$ cat config.mk
export PLATFORM = sky130hd
export DESIGN_NAME = packet_transfer_arbiter
export DESIGN_NICKNAME = d
export VERILOG_FILES = /design/src/rtl/packet_transfer_arbiter.sv
export SDC_FILE = /design/constraint.sdc
export NUM_CORES = 1
export LEC_CHECK = 0
export CELL_PAD_IN_SITES_DETAIL_PLACEMENT = 1
export CELL_PAD_IN_SITES_GLOBAL_PLACEMENT = 2
export CORE_AREA = 3 3 456 458
export CTS_BUF_LIST = sky130_fd_sc_hd__clkbuf_4
export CTS_CLUSTER_DIAMETER = 60
export DETAILED_ROUTE_END_ITERATION = 8
export DIE_AREA = 0 0 459 461
export PLACE_DENSITY_LB_ADDON = 0.1
export SLEW_MARGIN = 20
export SYNTH_ARGS = -nofsm -noshare
export SYNTH_HDL_FRONTEND = slang
export SYNTH_SLANG_ARGS = --single-unit
$ cat constraint.sdc
create_clock -name nocclk -period 4.2 [get_ports nocclk]
set_clock_uncertainty 0.15 [all_clocks]
set_input_delay 0.63 -clock nocclk [delete_from_list [all_inputs] [get_ports nocclk]]
set_output_delay 0.63 -clock nocclk [all_outputs]
set_load 0.02 [all_outputs]
$ cat src/rtl/packet_transfer_arbiter.sv
// Round-robin N-source packet-to-flit serializer feeding the NoC link.
// One source is granted per packet; completion/abort pulses free the source's buffer slot.
module packet_transfer_arbiter #(
  parameter  int N_SRC          = 2,
  parameter  int FLIT_W         = 64,
  parameter  int MAX_FLITS      = 8,
  parameter  int TIMEOUT_CYCLES = 256,
  localparam int IDX_W          = $clog2(MAX_FLITS + 1),
  localparam int SRC_W          = $clog2(N_SRC)
) (
  input  logic                              nocclk,
  input  logic                              rst,
  input  logic [N_SRC-1:0]                  src_valid,
  input  logic [N_SRC*MAX_FLITS*FLIT_W-1:0] src_buffer,
  input  logic [N_SRC*IDX_W-1:0]            src_tail_index,
  output logic [N_SRC-1:0]                  src_completed,
  output logic [N_SRC-1:0]                  src_aborted,
  input  logic                              flit_ready,
  output logic                              flit_valid,
  output logic [FLIT_W-1:0]                 flit,
  output logic [FLIT_W-1:0]                 head_flit,
  output logic [SRC_W-1:0]                  flit_src,
  output logic                              flit_last
);

  localparam int FI_W  = (MAX_FLITS > 1) ? $clog2(MAX_FLITS) : 1;
  localparam int CNT_W = (TIMEOUT_CYCLES > 1) ? $clog2(TIMEOUT_CYCLES) : 1;

  localparam logic [0:0] ST_IDLE = 1'b0;
  localparam logic [0:0] ST_SEND = 1'b1;

  localparam logic [IDX_W-1:0] TAIL_MAX  = IDX_W'(MAX_FLITS);
  localparam logic [SRC_W-1:0] LAST_SRC  = SRC_W'(N_SRC - 1);
  localparam logic [CNT_W-1:0] STALL_END = CNT_W'(TIMEOUT_CYCLES - 1);

  logic [0:0]       state_q, state_d;
  logic [SRC_W-1:0] grant_q, grant_d;
  logic [SRC_W-1:0] rr_ptr_q, rr_ptr_d;
  logic [IDX_W-1:0] idx_q, idx_d;
  logic [CNT_W-1:0] stall_q, stall_d;

  logic [FLIT_W-1:0] flits_w [N_SRC][MAX_FLITS];
  logic [IDX_W-1:0]  tail_w  [N_SRC];

  for (genvar s = 0; s < N_SRC; s++) begin : g_src
    logic [IDX_W-1:0] tail_raw;
    assign tail_raw = src_tail_index[s*IDX_W +: IDX_W];
    assign tail_w[s] = (tail_raw > TAIL_MAX) ? TAIL_MAX : tail_raw;
    for (genvar i = 0; i < MAX_FLITS; i++) begin : g_flit
      assign flits_w[s][i] = src_buffer[(s*MAX_FLITS+i)*FLIT_W +: FLIT_W];
    end
  end

  // Round-robin search starting at rr_ptr, wrapping modulo N_SRC.
  logic             arb_found;
  logic [SRC_W-1:0] arb_pick;
  int               cand;

  always_comb begin
    // NOTE: every variable gets a default at the top so no path leaves it unassigned (no latch).
    arb_found = 1'b0;
    arb_pick  = '0;
    cand      = 0;
    for (int k = 0; k < N_SRC; k++) begin
      cand = int'(rr_ptr_q) + k;
      if (cand >= N_SRC) cand = cand - N_SRC;
      if (!arb_found && src_valid[cand]) begin
        arb_found = 1'b1;
        arb_pick  = SRC_W'(cand);
      end
    end
  end

  logic [IDX_W-1:0]  tail;
  logic              gnt_valid;
  logic [FLIT_W-1:0] cur_flit;
  logic [FLIT_W-1:0] cur_head;

  assign tail      = tail_w[grant_q];
  assign gnt_valid = src_valid[grant_q];
  assign cur_flit  = flits_w[grant_q][idx_q[FI_W-1:0]];
  assign cur_head  = flits_w[grant_q][0];

  logic              send_valid;
  logic              send_last;
  logic              handshake;
  logic              end_pkt;
  logic [N_SRC-1:0]  cmp_vec;
  logic [N_SRC-1:0]  abt_vec;

  always_comb begin
    state_d    = state_q;
    grant_d    = grant_q;
    rr_ptr_d   = rr_ptr_q;
    idx_d      = idx_q;
    stall_d    = stall_q;
    send_valid = 1'b0;
    send_last  = 1'b0;
    handshake  = 1'b0;
    end_pkt    = 1'b0;
    cmp_vec    = '0;
    abt_vec    = '0;

    if (state_q == ST_IDLE) begin
      if (arb_found) begin
        state_d = ST_SEND;
        grant_d = arb_pick;
        idx_d   = '0;
        stall_d = '0;
      end
    end else begin
      send_valid = gnt_valid && (idx_q < tail);
      send_last  = send_valid && (idx_q == tail - IDX_W'(1));
      handshake  = send_valid && flit_ready;

      // Priority: lost valid, empty packet, handshake, then timeout.
      if (!gnt_valid) begin
        abt_vec[grant_q] = 1'b1;
        end_pkt          = 1'b1;
      end else if (tail == '0) begin
        cmp_vec[grant_q] = 1'b1;
        end_pkt          = 1'b1;
      end else if (handshake) begin
        if (send_last) begin
          cmp_vec[grant_q] = 1'b1;
          end_pkt          = 1'b1;
        end else begin
          idx_d   = idx_q + IDX_W'(1);
          stall_d = '0;
        end
      end else if ((TIMEOUT_CYCLES > 0) && (stall_q == STALL_END)) begin
        abt_vec[grant_q] = 1'b1;
        end_pkt          = 1'b1;
      end else begin
        stall_d = stall_q + CNT_W'(1);
      end

      if (end_pkt) begin
        state_d  = ST_IDLE;
        rr_ptr_d = (grant_q == LAST_SRC) ? '0 : grant_q + SRC_W'(1);
      end
    end
  end

  // Outputs are held at zero while reset is asserted so no pulse escapes a reset cycle.
  always_comb begin
    flit_valid    = 1'b0;
    flit          = '0;
    head_flit     = '0;
    flit_src      = '0;
    flit_last     = 1'b0;
    src_completed = '0;
    src_aborted   = '0;
    if (!rst && state_q == ST_SEND) begin
      flit_valid    = send_valid;
      flit_src      = grant_q;
      flit_last     = send_last;
      src_completed = cmp_vec;
      src_aborted   = abt_vec;
      if (send_valid) begin
        flit      = cur_flit;
        head_flit = cur_head;
      end
    end
  end

  always_ff @(posedge nocclk) begin
    // NOTE: state registers use non-blocking assignments so every flop samples pre-edge values.
    if (rst) begin
      state_q  <= ST_IDLE;
      grant_q  <= '0;
      rr_ptr_q <= '0;
      idx_q    <= '0;
      stall_q  <= '0;
    end else begin
      state_q  <= state_d;
      grant_q  <= grant_d;
      rr_ptr_q <= rr_ptr_d;
      idx_q    <= idx_d;
      stall_q  <= stall_d;
    end
  end

endmodule
# Yosys cells after proc, flatten, opt, wreduce, memory -nomap -nowiden
# Index checks and enable logic that the tools add are counted.
# word_totals
register_bits	15
out_inout_bits	135
word_cells	119
# classes
add_sub_neg	7
order_cmp	11
n_eq_ne	8
mux	71
n_bitwise	3
reduce_logical	14
# ops
op	n
2-to-1 mux 512 bit	3
2-to-1 mux 64 bit	6
binary-select mux 64 bit (select 3 bit)	1
less-than comparator 32 x 3 -> 1 bit, second input constant	2
2-to-1 mux 32 bit	2
2-to-1 mux 8 bit	7
2-to-1 mux 4 bit	11
2-to-1 mux 1 bit	28
2-to-1 mux 2 bit	12
AND reduction 5 bit	2
adder 8 x 1 -> 8 bit, second input constant	1
equality test 8 bit, second input constant	1
greater-than comparator 4 bit, second input constant	2
logical AND 1 bit	6
inequality test 3 bit, second input constant	2
adder 4 x 1 -> 4 bit, second input constant	1
equality test 4 bit	1
greater-or-equal comparator 2 bit, second input constant	2
greater-or-equal comparator 4 bit, second input constant	1
logical NOT 4 bit	1
less-than comparator 4 bit	1
inequality test 2 x 1 -> 1 bit, second input constant	2
inequality test 2 bit, second input constant	2
NOT 3 -> 4 bit	1
14 further kinds	16

# Longest topological paths before layout
# depth
ltp_word	15
depth_mapped	13

# Least setup slack after synthesis
# Ideal clock, no wire load.
# synth_timing
kind	flip-flop to output port
start	register grant_q
end	output port flit[10]
t_arrival_ns	3.193
required_time_ns	3.420
path_slack_ns	0.227
path_stages_with_launch	13
n_path_buf	6
cell_sequence	dfxtp_1 > buf_4 > buf_2 > buf_2 > buf_1 > mux2i_1 > ha_1 > and2_1 > o2111ai_1 > nand3_1 > clkbuf_1 > clkbuf_1 > a211oi_1
# synth_via
elab_chain_cells	9
elab_cells_between_ends	17
# synth_rtl
element	line_no	text
start: declaration	37	logic [SRC_W-1:0] grant_q, grant_d;
start signal: assignment	177	grant_q <= grant_d;
NOT 1 -> 2 bit (implied by the code)	79, 81	
2-to-1 mux 4 bit (implied by the code) or 2-to-1 mux 512 bit (tied branches) (3 in series)	79, 81	
less-than comparator 4 bit or binary-select mux 64 bit (select 3 bit) (tied branches)	112, 81	
logical AND 1 bit or 2-to-1 mux 64 bit (tied branches)	112, 81	
2-to-1 mux 1 bit or 2-to-1 mux 64 bit (tied branches)	104, 81	
2-to-1 mux 64 bit (*)	160	if (send_valid) begin
2-to-1 mux 64 bit (*)	154	if (!rst && state_q == ST_SEND) begin
end: declaration	20	output logic [FLIT_W-1:0] flit,
# Mark *: on every way between the ends. The rest lies on a longest branch, timed or not. The select of a mux whose other input is x is not followed.

# Worst setup path after layout
# layout_timing
start	input port src_tail_index[0]
end	output port head_flit[43]
# layout_via
elab_chain_cells	10
# layout_rtl
element	line_no	text
start: declaration	15	input logic [N_SRC*IDX_W-1:0] src_tail_index,
greater-than comparator 4 bit	48	assign tail_w[s] = (tail_raw > TAIL_MAX) ? TAIL_MAX : tail_raw;
2-to-1 mux 4 bit (*)	48	
2-to-1 mux 4 bit (implied by the code) (*) (3 in series)	79	assign tail = tail_w[grant_q];
less-than comparator 4 bit (*)	112	send_valid = gnt_valid && (idx_q < tail);
logical AND 1 bit (*)	112	
2-to-1 mux 1 bit (*)	104	if (state_q == ST_IDLE) begin
2-to-1 mux 64 bit (*)	160	
2-to-1 mux 64 bit (*)	154	
end: declaration	21	output logic [FLIT_W-1:0] head_flit,
# Marked as above.

==> metrics <==
GRT Resource Usage Total 0.1388; Post-DP HPWL around 140000 um; largest cells by area after synthesis mux4_2, mux2i_1, nand2_1; global-route wire length before repair between 150000 and 200000 um; required time at the endpoint of the critical path 3.42 ns; total setup violations reported at the end of the flow 0; register share of total power 0.059; capture endpoint of the worst hold path stall_q[1]$_SDFFE_PP0P_; net switching power of the design slightly above 0.9 mW; number of antenna violations at the first check in global routing ~170; flip-flop cell with the highest count after synthesis dfxtp_1; transition time at the pin with the least slew margin about 0.85 ns; Worst Reg2Reg Path Length in Cells 11; most numerous cell in the Yosys netlist mux4_2; share of power burned in the clock network 0.040; post-route clock period utilization 0.9900; outcome complete, no violations; critical path capture point type output port; count of fill cells added during filler insertion 23900; post-synthesis net count a little over 2000; CTS tree done; synthesis warning total 0; Reg-to-Reg Start grant_q$_SDFFE_PP0P_; slowest CP cell clkdlybuf4s50_1; area of the core region between 200000 and 250000 um^2; worst hold path stage count 2; Horiz. Die Dim ~460 um; Area Overhead vs Synth 150.4%; combined area of the multi-input logic cells a little under 10000 um^2; post-DR vias/cell approximately 3.2; total negative setup slack 0 ns; end of the worst register-to-register path idx_q[3]$_SDFFE_PP0P_; synthesized area ~10000 um^2; buffer depth of the longest clock path 2; kind of critical path in -> out; maximum number of pins on one net before global-route repair 54; initial standard-cell utilization of the core 0.05109; count of vias placed by the detailed router about 15000; kind of path behind the tightest hold check reg -> reg; violation count after the first detailed-routing iteration 764; Peak VDD IR about 0.054 mV; number of rows created at floorplan approximately 170; post-DR wirelength/cell roughly 32 um; weighted congestion at the end of routability-driven global placement around 0.84; cell area power density a little under 100 nW/um^2; max-slew violation count 0; number of H-tree branching levels 1; first drt pass iteration count 5; Cell Chain, Critical Path clkdlybuf4s50_1 -> inv_1 -> o32a_1 -> inv_2 -> ha_2 -> and3b_1 -> o21ai_2 -> buf_6 -> nand3_4 -> buf_12 -> buf_4 -> nor2_1 -> clkdlybuf4s15_1; internal power approximately 1.6 mW; Hold Buf Count CTS 0; final hold violations 0; Inserted Clock Buffers 3; normalized max-slew margin 0.4305; list of most frequent post-synthesis cells mux4_2, nand2_1, mux2i_1; wire length reported by the detailed router between 150000 and 200000 um; via count of the first global-routing pass between 15000 and 20000; clock slew at reported path FFs 0.13 ns; Post-Syn Instances 982; element type at the critical path start primary input; die area 211600 um^2; worst stage delay on the critical path 0.46 ns; Synth Area per Inst roughly 11 um^2; GR Overflow Total 0; unique cell type count in the Yosys netlist 56; Fmax achieved around 240 MHz; num ports between 1000 and 1500; post-layout minimum cycle time 4.158 ns; setup slack on the worst flop-to-flop path between 1 and 1.5 ns; area taken by flip-flops and latches approximately 320 um^2; remaining antenna violation count 0; crit-path max FO 39; layout cell share with drive strength beyond 1 0.2077; critical path data arrival time ~3.4 ns; clock latency of the later-clocked register in the worst-skew pair 0.32 ns; Clock Sink Count 15; share of flip-flops with an asynchronous set or reset 0; Net Sw Frac 0.3602; number of enable flip-flop cells after synthesis 0; startpoint of the most critical hold path stall_q[1]$_SDFFE_PP0P_; # DRC 0; sequential area share after synthesis 0.02876; combinational share of power 0.901; NumNets Final ~3200; # port buffers 1171; post-route worst hold slack between 0.3 and 0.4 ns; Max Cap Violations 0; Root Buffer Master clkbuf_4; fraction of synthesized cell area taken by the top area cell type 0.5522; most area-hungry cell type in the Yosys netlist mux4_2; Die H 461 um; post-synthesis register bit count 15; Lkg Pwr 8.447 nW
## power by group through the flow
stage / sequential, mW / combinational (mW) / clock [mW]
4_1_cts: 0.151 / 2.35 / 0.109
5_1_grt: 0.151 / 2.44 / 0.113
3_5_place_dp: 0.154 / 2.34 / 0
3_3_place_gp: 0.154 / 2.36 / 0
2_1_floorplan: 0.151 / 0.815 / 0
6_report: 0.151 / 2.29 / 0.101
## worst max-delay path, delay by kind of cell
family | cells | cell delay [ns]
buffers and inverters | 7 | 1.52
adder cells (fa/ha/maj) | 1 | 0.16
AO/OA/AOI/OAI | 2 | 0.50
AND/OR/NAND/NOR | 3 | 0.42
## area by class of cell
cell class                 instances  area share
sequential                        15     0.01206
antenna                           40    0.003829
multi-input combinational        837      0.3711
clock buffer                       3   0.0008615
inverter                          11    0.001771
tap                             2688      0.1286
timing repair buffer            1275      0.4814
clock inverter                     1   0.0002872
## routing by layer
layer,track usage,share of wire,vias up
met1,0.1577,0.38,7824
li1,-,-,6455
met2,0.2595,0.52,847
met4,0.006983,0.012,96
met3,0.04810,0.085,236
met5,0,0.0041,-
## logic make-up after synthesis
| logic type | Yosys count | share of synthesized area |
|---|---|---|
| mux | 389 | 0.6798 |
| simple gates | 329 | 0.1482 |
| buf+inv | 130 | 0.05237 |
| compound gates | 113 | 0.08268 |
| flops | 15 | 0.02876 |
| fa+ha+maj | 5 | 0.005992 |
| xor+xnor | 1 | 0.002157 |
## per-stage QoR
stage               setup WS (ns)  utilization  power (mW)  cells  area (um^2)
global placement          -0.6415       0.1274       2.509   4821        26040
detailed placement        -0.6241       0.1274       2.497   4821        26040
global route            -0.006236       0.1275       2.707   4837        26060
floorplan                  0.2271            -      0.9660    982        10440
CTS                     0.0007825       0.1273       2.605   4827        26010
finish                    0.04214       0.1279       2.544   4870        26140
## timing repair
item,CTS,global route
setup buffers,2,2
setup endpoints to repair,132,83
resized for setup,180,62
pin swaps,2,3
cloned,0,1
## sequential cells by signal, indices dropped and copies added, names as in the netlist
signal / count
idx_q: 4
rr_ptr_q: 1
stall_q: 8
grant_q: 1
state_q: 1
## cells in the final DEF (no fill, tap or decap), types with 4 or more instances in the layout
cell,count
clkbuf_2,15
nand2_1,147
and3_1,70
o31ai_1,4
a211oi_1,53
a21oi_1,8
a211oi_2,11
dfxtp_4,4
buf_4,97
mux4_2,256
dlygate4sd2_1,80
ha_1,4
o21ai_1,7
nand3_1,6
buf_6,4
mux2i_1,132
inv_1,8
buf_2,6
dlymetal6s2s_1,4
dfxtp_1,11
nor3_1,5
diode_2,40
clkdlybuf4s50_1,1035
buf_12,22
nor2_1,70
o21ai_0,4
nor2b_1,4
clkdlybuf4s15_1,4
## how the worst max path moves through the flow
stage,startpoint,endpoint,depth (start not counted)
2_1_floorplan,grant_q$_SDFFE_PP0P_,flit[10],12
3_3_place_gp,src_tail_index[2],flit[20],13
3_5_place_dp,src_tail_index[2],flit[12],12
4_1_cts,src_tail_index[0],flit[37],13
5_1_grt,src_tail_index[0],flit[26],15
6_report,src_tail_index[0],head_flit[43],13
Note: power is estimated with default switching activity, not from simulation.
